## config.mk

```make
export PLATFORM = sky130hd
export DESIGN_NAME = uart_rx_frame
export DESIGN_NICKNAME = d
export VERILOG_FILES = /design/src/rtl/uart_pkg.sv /design/src/rtl/uart_rx_frame_sync2.sv /design/src/rtl/uart_rx_frame.sv
export SDC_FILE = /design/constraint.sdc
export NUM_CORES = 1
export LEC_CHECK = 0
export CORE_MARGIN = 2
export CORE_UTILIZATION = 40
export DETAILED_ROUTE_END_ITERATION = 12
export PLACE_DENSITY = 0.69
export SYNTH_ARGS = -nofsm -noshare
export SYNTH_HDL_FRONTEND = slang
export SYNTH_HIERARCHICAL = 1
export SYNTH_SLANG_ARGS = --single-unit
```

## constraint.sdc

```tcl
create_clock -name CLK -period 2.9 [get_ports CLK]
set_input_delay 0.435 -clock CLK [delete_from_list [all_inputs] [get_ports CLK]]
set_output_delay 0.435 -clock CLK [all_outputs]
set_load 0.01 [all_outputs]
```

## src/rtl/uart_pkg.sv

```systemverilog
// uart_pkg: shared state encoding and frame constants for the UART receive path.
package uart_pkg;
    localparam int NBITS = 8;
    localparam int BIDX_W = $clog2(NBITS);
    typedef enum logic [2:0] {ST_IDLE, ST_START, ST_DATA, ST_STOP, ST_BREAK} state_t;
endpackage

```

## src/rtl/uart_rx_frame_sync2.sv

```systemverilog
// sync2: two-flop synchroniser for an asynchronous input, reset to a chosen level.
module sync2 #(
    parameter logic RST_VAL = 1'b1
) (
    input  logic clk,
    input  logic rst,
    input  logic d,
    output logic q
);
    logic meta;
    always_ff @(posedge clk or posedge rst) begin
        if (rst) begin
            meta <= RST_VAL;
            q    <= RST_VAL;
        end else begin
            meta <= d;
            q    <= meta;
        end
    end
endmodule

```

## src/rtl/uart_rx_frame.sv

```systemverilog
// uart_rx_frame: 8N1 UART receiver with mid-bit sampling, false-start rejection,
// framing-error strobe and line-break recovery.
module uart_rx_frame
    import uart_pkg::*;
#(
    parameter int CLKS_PER_BIT = 100,
    parameter int CNT_W = $clog2(CLKS_PER_BIT)
) (
    input  logic             CLK,
    input  logic             RST,
    input  logic             RXD,
    output logic [NBITS-1:0] DATA,
    output logic             EN,
    output logic             FERR,
    output logic             BUSY
);
    localparam logic [CNT_W-1:0] HALF = CNT_W'(CLKS_PER_BIT / 2 - 1);
    localparam logic [CNT_W-1:0] FULL = CNT_W'(CLKS_PER_BIT - 1);
    if (CLKS_PER_BIT < 4) begin : g_bad_param
        $error("uart_rx_frame: CLKS_PER_BIT must be >= 4");
    end
    logic              rx_s;
    state_t            state, state_nx;
    logic [CNT_W-1:0]  cnt, cnt_nx;
    logic [BIDX_W-1:0] bit_idx, bit_idx_nx;
    logic [NBITS-1:0]  shreg, shreg_nx, data_nx;
    logic              en_nx, ferr_nx;
    sync2 #(.RST_VAL(1'b1)) u_sync (.clk(CLK), .rst(RST), .d(RXD), .q(rx_s));
    always_ff @(posedge CLK or posedge RST) begin
        if (RST) begin
            state   <= ST_IDLE;
            cnt     <= '0;
            bit_idx <= '0;
            shreg   <= '0;
            DATA    <= '0;
            EN      <= 1'b0;
            FERR    <= 1'b0;
        end else begin
            state   <= state_nx;
            cnt     <= cnt_nx;
            bit_idx <= bit_idx_nx;
            shreg   <= shreg_nx;
            DATA    <= data_nx;
            EN      <= en_nx;
            FERR    <= ferr_nx;
        end
    end
    always_comb begin
        state_nx   = state;
        cnt_nx     = cnt + CNT_W'(1);
        bit_idx_nx = bit_idx;
        shreg_nx   = shreg;
        data_nx    = DATA;
        en_nx      = 1'b0;
        ferr_nx    = 1'b0;
        case (state)
            ST_IDLE: begin
                cnt_nx = '0;
                if (!rx_s) state_nx = ST_START;
            end
            // a start bit that is gone by mid-bit is a glitch
            ST_START: if (cnt == HALF) begin
                cnt_nx     = '0;
                bit_idx_nx = '0;
                state_nx   = rx_s ? ST_IDLE : ST_DATA;
            end
            ST_DATA: if (cnt == FULL) begin
                cnt_nx     = '0;
                bit_idx_nx = bit_idx + BIDX_W'(1);
                shreg_nx   = {rx_s, shreg[NBITS-1:1]};
                if (bit_idx == BIDX_W'(NBITS - 1)) state_nx = ST_STOP;
            end
            // leaving at mid stop bit lets a zero-gap start edge be caught
            ST_STOP: if (cnt == FULL) begin
                cnt_nx   = '0;
                en_nx    = rx_s;
                ferr_nx  = !rx_s;
                data_nx  = rx_s ? shreg : DATA;
                state_nx = rx_s ? ST_IDLE : ST_BREAK;
            end
            ST_BREAK: begin
                cnt_nx = '0;
                if (rx_s) state_nx = ST_IDLE;
            end
            default: state_nx = ST_IDLE;
        endcase
    end
    assign BUSY = (state != ST_IDLE);
endmodule

```

==> flow_summary.ini <==
[synth]
async_flop_share_pct = 100
netlist_area_um2 = 1440
yosysUniqueCellTypes = 29
synthCells = 115
synth_nets = 122
ys_seq_area_share_pct = 57.5
ys_warn_count = 6
synth_edf_count = 0
yosys.area.top_type_share_pct = 53.8
synth_flop_cell = dfrtp_1
syn_avg_cell_area_um2 = 12.5
post-synth-top-area-cell = dfrtp_1
ys_ff_latch = 33
synth_area_leaders = dfrtp_1, mux2_2, nor2_1

[floorplanning]
core_region_area_um2 = 3390
die_h_um = 64.0
boundaryPins = 14
fp.dieArea_um2 = 4100
start_util_pct = 42.5
fp-row-count = 21
die_w_um = 64.0

[critical_path]
cp.required_ns = 2.47
rrSetupSlack_ns = 1.04
worstSetupPathType = flop to primary output
crit-reg2reg-launch = cnt[0]
rr_worst_depth = 5
startpoint_type = flop
crit_end = BUSY
cpPeakStageDelay_ns = 0.51
crit_fanout = 10
cp-startpoint = state[0]
r2r-end = DATA[3]
end_kind = primary output
crit_chain = or3_1 > clkdlybuf4s50_1
arrival_ns = 1.67
crit_slowest_cell = dfrtp_1

[timing]
skew_ns = 0.0148
drv_slew = 0
grt_setup_unrepaired = false
setup_viol = 0
tns_ns = 0
final-hold-violation-count = 0
fmax_mhz = 475
min_period_ns = 2.10
tightest_slew_ns = 0.399
finalCritPeriodShare_pct = 72.5
relSlewSlack_pct = 73.4

[routing]
drt_first_iter_violations = 29
ant_nets = 0
dr.pass1.iters = 4
routed_wl_um = 2230
vias = 876
wl_per_cell_um = 12.4
drc = 0
via_per_inst = 4.87

[clocking]
cts-root-buf = clkbuf_4
cts_buffers = 5
worstSkewPairLatency_ns = 0.35
ctsHoldBuffers = 0
ctsLongestPathBuffers = 2
ctsResizeCount = 0
cts-htree-levels = 2
clock_sinks = 33
cts_tree = done
clk_pin_slew_ns = 0.10
post-cts-setup-buffers = 0

[placement]
numPortBuffers = 13
gp_congestion = 0.825
dp_hpwl_um = 1570

[global_routing]
first_global_vias = 871
antenna_found_initial = 0
grt_max_degree = 32
grt_use_total_pct = 13.1
grt_pass1_wl_um = 3950
grt-ovfl-total = 0

[finish]
drive_above_1_share_pct = 23.1
syn2layout_area_growth_pct = 19.2
fin_util_pct = 50.7
antennaDiodeCount = 0
nets = 140

[min_path]
hold_class = flop to flop
hold_depth = 0

[power]
power_mw = 0.906
switching_share_pct = 19.1
p_clk_share_pct = 47.3
p_comb_share_pct = 1.4
powerDensity_nw_per_um2 = 527
p_sw_mw = 0.173
p_seq_share_pct = 51.3
p_int_mw = 0.733
p_leak_nw = 0.819
peakVddDrop_mv = 0.251

[outcome]
outcome = complete, no violations

[job]
drv_cap = 0
placed cells by master, fill, tap and decap left out, drive strengths merged:
cell type      count
nand4b             2
a211o              1
mux2i              3
buf                1
inv                5
and3               1
a21oi              2
xnor2              4
ha                 4
clkdlybuf4s50     13
and2               1
a211oi             1
and2b              2
nand2              8
nor2b              1
nor2              15
dfstp              2
dfrtp             31
and4b              1
nand4              1
a2bb2oi            1
or3                1
xor2               2
clkinv             1
mux2              16
bufinv             2
clkbuf             5
nand3              4
and4bb             1
o21ai              2
through the flow:
stage	hold slack (ns)	setup WS [ns]	cell area [um^2]	cells
2_1_floorplan	0.345	1.17	1440	115
3_3_place_gp	0.347	1.12	1620	172
3_5_place_dp	0.355	1.03	1620	172
4_1_cts	0.369	0.779	1720	180
5_1_grt	0.379	0.728	1720	180
6_report	0.369	0.797	1720	180
cell type report:
type	count	area, um^2
Fill cell	302	1670
Sequential cell	33	828
Multi-Input combinational cell	74	573
Timing Repair Buffer	14	138
Clock inverter	3	65.1
Tap cell	46	57.6
Clock buffer	5	37.5
Inverter	5	18.8
power groups by stage:
stage	Clock [mW]	Sequential [mW]	Combinational, mW
after global routing	0.464	0.465	0.0155
after floorplan	0	0.473	0.00750
after global placement	0	0.473	0.0136
final	0.429	0.465	0.0128
after detailed placement	0	0.473	0.0137
after CTS	0.438	0.465	0.0139
cell families (layout without fill, tap and decap cells):
group / after synthesis / count (layout) / synth area share (%)
flops: 33 / 33 / 57.5
buf+inv: 8 / 27 / 2.78
xor+xnor: 6 / 6 / 3.65
simple gates: 38 / 38 / 14.6
mux: 19 / 19 / 14.8
fa+ha+maj: 4 / 4 / 3.47
compound gates: 7 / 7 / 3.21
worst max-delay path: cells and delay by family (launching register included):
| kind | cells | cell delay [ns] |
|---|---|---|
| flops | 1 | 0.51 |
| buf+inv | 1 | 0.48 |
| simple gates | 1 | 0.34 |
flip-flops by register name (all words and copies together), names as in the netlist:
signal	flops
shreg	8
FERR	1
bit_idx	3
u_sync/q	1
EN	1
DATA	8
cnt	7
u_sync/meta	1
state	3
worst min-delay path by stage:
stage / end / slack (ns) / from
after floorplan: u_sync/meta / 0.35 / RST
after detailed placement: u_sync/q / 0.35 / u_sync/meta
after global placement: u_sync/q / 0.35 / u_sync/meta
after global routing: u_sync/q / 0.38 / u_sync/meta
after CTS: u_sync/q / 0.37 / u_sync/meta
final: u_sync/q / 0.37 / u_sync/meta
cell usage after synthesis, types with 2 or more instances:
master	instances
dfrtp_1	31
mux2_2	15
a21oi_1	2
dfstp_2	2
and2b_1	2
xnor2_1	4
inv_1	5
o21ai_0	2
nand2_1	7
nand3_1	4
buf_2	2
mux2i_1	3
ha_1	4
nand4b_1	2
nor2_1	15
xor2_1	2
metal layers:
| metal | wire (um) | GRT usage (%) | vias up |
|---|---|---|---|
| met4 | 74 | 9.78 | 0 |
| met5 | 0 | 0 | - |
| met1 | 1030 | 15.5 | 427 |
| met2 | 1060 | 20.3 | 16 |
| met3 | 74 | 3.70 | 7 |
| li1 | - | - | 426 |
(Power assumes the default switching activity.)
==> variant 1: new RTL, same settings <==
Register the input `RXD` before use. The logic sees it one clock later.
--- a/src/rtl/uart_rx_frame.sv
+++ b/src/rtl/uart_rx_frame.sv
@@ -18,2 +18,9 @@
     localparam logic [CNT_W-1:0] FULL = CNT_W'(CLKS_PER_BIT - 1);
+
+    logic RXD_q;
+
+    always_ff @(posedge CLK) begin
+        RXD_q <= RXD;
+    end
+
     if (CLKS_PER_BIT < 4) begin : g_bad_param
@@ -27,3 +34,3 @@
     logic              en_nx, ferr_nx;
-    sync2 #(.RST_VAL(1'b1)) u_sync (.clk(CLK), .rst(RST), .d(RXD), .q(rx_s));
+    sync2 #(.RST_VAL(1'b1)) u_sync (.clk(CLK), .rst(RST), .d(RXD_q), .q(rx_s));
     always_ff @(posedge CLK or posedge RST) begin
Formal check against the unedited RTL: not equivalent (a bounded check fails within 4 cycles, from zero or initial values and one cycle with RST high).
==> variant 1 against the unedited design <==
- sequential cell count is 1 higher
- synthesized area is 1.4% higher
- sequential share of layout area is 1.9 points higher
- synthesized cell count is 0.87% higher
- final area is 1.4% lower
- combinational power is 3% higher
- wire length is 1.4% higher
- worst setup slack better by 0.015 ns
- hold slack worse by 0.065 ns
- die area is 1.3% higher
- power is 16% lower
==> variant 1: results (changes against the unedited design) <==
INFO  metric run_status = complete, no violations
INFO  metric irDropWorstVdd = 0.000249 V (-0.54%)
INFO  metric pre_cts_slack = 1.05 ns (+0.0250 ns)
INFO  metric pwr.group.clock = 0.265 mW (-38%)
INFO  metric clockBufferCount = 8 (+3)
INFO  metric routed_wl = 2.26 mm (+1.4%)
INFO  metric multi_input_area_share = 33.8% (+0.47 points)
INFO  metric first_global_vias = 932 (+7.0%)
INFO  metric postLayoutCoreUtil = 49.6% (-1.1 points)
INFO  metric drt_first_iter_violations = 55 (+90%)
INFO  metric finish.cell_count_without_fillers = 181 (+0.56%)
INFO  metric clkCellAreaFrac = 3.47% (-2.5 points)
INFO  metric synth.distinct_cells = 30 (+3.4%)
INFO  metric worstSkewPairLatency = 0.33 ns (-0.02 ns)
INFO  metric postSynthNetCount = 123 (+0.82%)
INFO  metric design.die.area = 0.00415 mm² (+1.3%)
INFO  metric dr_total_vias = 897 (+2.4%)
INFO  metric clockRootBuffer = sky130_fd_sc_hd__clkbuf_4
INFO  metric gp_routability_congestion = 0.810 (-1.8%)
INFO  metric number_of_filler_instances_in_the_final_layout = 312 (+3.3%)
INFO  metric design.final.nets = 141 (+0.71%)
INFO  metric drive_gt1_share = 21.5% (-1.7 points)
INFO  metric area.share.sequential = 50.1% (+1.9 points)
INFO  metric dpl_cell_area = 0.00164 mm² (+1.2%)
INFO  metric worst-endpoint-arrival = 1.65 ns (-0.02 ns)
INFO  metric area_share_nonclk_buffers = 8.12% (+0.11 points)
INFO  metric combinationalPowerShare = 1.7% (+0.3 points)
INFO  metric p_int = 0.600 mW (-18%)
INFO  metric synth-seq-area-share = 58.0% (+0.58 points)
INFO  metric synth_top_cells_by_area = sky130_fd_sc_hd__dfrtp_1, sky130_fd_sc_hd__mux2_2, sky130_fd_sc_hd__nor2_1
INFO  metric cts.sink_count = 34 (+3.0%)
INFO  metric timing_worst_slew_pin_value = 0.396 ns (-0.00357 ns)
INFO  metric grt_pass1_wl = 3.92 mm (-0.68%)
INFO  metric finalClockSkew = 0.0101 ns (-0.00473 ns)
INFO  metric drtPass1Iterations = 5 (+1)
INFO  metric power.static_leakage = 0.804 nW (-1.7%)
INFO  metric dp.cells = 173 (+0.58%)
-- variant 1: routing by layer --
layer  vias up  GRT usage [%]  wire length, µm
met5         -              0                0
met4         0           9.04               23
met3         4           3.82               71
met2        11           20.8             1140
met1       451           14.1             1030
li1        431              -                -
-- variant 1: worst paths after layout --
path,start,endpoint,slack (ns),depth (start not counted)
setup / recovery,state[0],BUSY,0.81,2
hold / removal,RXD_q,u_sync/meta,0.30,0
setup reg to reg,cnt[0],DATA[2],1.06,5
hold reg to reg,RXD_q,u_sync/meta,0.30,0
max in group asynchronous,RST,state[2],2.09,3
min in group asynchronous,RST,u_sync/meta,0.46,2
-- variant 1: cell families (layout without fill, tap and decap cells) --
family	after synthesis	count (layout)	synth area share, %
AO/OA/AOI/OAI	7	7	3.17
buffers and inverters	8	27	2.74
multiplexers	19	19	14.6
XOR/XNOR	6	6	3.60
flip-flops	34	34	58.0
AND/OR/NAND/NOR	38	38	14.4
adder cells (fa/ha/maj)	4	4	3.42
==> variant 2: new RTL, config.mk and constraints unchanged <==
Without the edit above. `RST_VAL` is set to 1'b1 in 2 places; all go to 1'b0.
--- a/src/rtl/uart_rx_frame_sync2.sv
+++ b/src/rtl/uart_rx_frame_sync2.sv
@@ -2,3 +2,3 @@
 module sync2 #(
-    parameter logic RST_VAL = 1'b1
+    parameter logic RST_VAL = 1'b0
 ) (
--- a/src/rtl/uart_rx_frame.sv
+++ b/src/rtl/uart_rx_frame.sv
@@ -27,3 +27,3 @@
     logic              en_nx, ferr_nx;
-    sync2 #(.RST_VAL(1'b1)) u_sync (.clk(CLK), .rst(RST), .d(RXD), .q(rx_s));
+    sync2 #(.RST_VAL(1'b0)) u_sync (.clk(CLK), .rst(RST), .d(RXD), .q(rx_s));
     always_ff @(posedge CLK or posedge RST) begin
Check against the original RTL: not equivalent (a bounded check fails within 4 cycles, from zero or initial values and one cycle with RST high).
==> variant 2 against the unedited design <==
- final area shrank 2.0%
- worst setup slack improved by 0.0067 ns
- synthesized area is 0.17% lower
- global-route usage is 0.41 points higher
- sequential cell count did not move
- wire length up 3.1%
- core utilization down 1.0 points
- power shrank 16%
- largest power group unchanged
- highest routed layer unchanged
==> variant 2: results (changes against the unedited design) <==
INFO  metric worstSkewPairLatency = 0.33 ns (-0.02 ns)
INFO  metric routed_wl = 2.30 mm (+3.1%)
INFO  metric grt_pass1_wl = 4.14 mm (+4.9%)
INFO  metric global_route_usage_sum = 13.6% (+0.41 points)
INFO  metric cellPowerDensity = 452 mW/mm² (-14%)
INFO  metric most_frequent_cells_after_synthesis = sky130_fd_sc_hd__dfrtp_1, sky130_fd_sc_hd__mux2_2, sky130_fd_sc_hd__nor2_1
INFO  metric wl_met1 = 1.00 mm (-2.7%)
INFO  metric met2_routing_resource_usage_after_global_routing = 21.6% (+1.3 points)
INFO  metric finalClockSkew = 0.00779 ns (-0.00700 ns)
INFO  metric worst_hold_path_type = input pin to asynchronous set/reset pin
INFO  metric power.sequential.fraction = 60.8% (+9.5 points)
INFO  metric number_of_filler_instances_in_the_final_layout = 294 (-2.6%)
INFO  metric netSwitchingPower = 0.156 mW (-9.7%)
INFO  metric drt_first_iter_violations = 43 (+48%)
INFO  metric drive_gt1_share = 21.6% (-1.5 points)
INFO  metric synth-compound-area-share = 3.22% (+0.0056 points)
INFO  metric run_status = complete, no violations
INFO  metric grt.met1_usage = 16.0% (+0.45 points)
INFO  metric combinationalPowerShare = 1.7% (+0.3 points)
INFO  metric layout.sequential_cells = 33 (unchanged)
INFO  metric synthMuxAreaShare = 14.9% (+0.026 points)
INFO  metric pre_cts_slack = 1.05 ns (+0.0172 ns)
INFO  metric dp_hpwl = 1.67 mm (+6.7%)
INFO  metric routed-wl-met3 = 63 µm (-15%)
INFO  metric synth.distinct_cells = 28 (-3.4%)
INFO  metric synth_top_cells_by_area = sky130_fd_sc_hd__dfrtp_1, sky130_fd_sc_hd__mux2_2, sky130_fd_sc_hd__nor2_1
INFO  metric area_share_nonclk_buffers = 8.18% (+0.17 points)
INFO  metric post_synth.cell_area_avg = 12.5 µm² (-0.17%)
INFO  metric clockBufferCount = 7 (+2)
-- variant 2: changes by cell type after synthesis --
cell and change:
sky130_fd_sc_hd__dfrtp_1 +2, sky130_fd_sc_hd__dfstp_2 -2
-- variant 2: final timing paths --
check	from	end	slack [ns]
setup / recovery	state[0]	BUSY	0.80
hold / removal	RST	u_sync/meta	0.28
setup reg to reg	cnt[0]	DATA[3]	1.04
hold reg to reg	u_sync/meta	u_sync/q	0.37
max in group asynchronous	RST	state[1]	2.12
min in group CLK	u_sync/meta	u_sync/q	0.37
-- variant 2: logic make-up (layout without fill, tap and decap cells) --
| logic type | count (synthesis) | count (layout) |
|---|---|---|
| multiplexers | 19 | 19 |
| buffers and inverters | 8 | 27 |
| AO/OA/AOI/OAI | 7 | 7 |
| XOR/XNOR | 6 | 6 |
| AND/OR/NAND/NOR | 38 | 38 |
| flip-flops | 33 | 33 |
| adder cells (fa/ha/maj) | 4 | 4 |
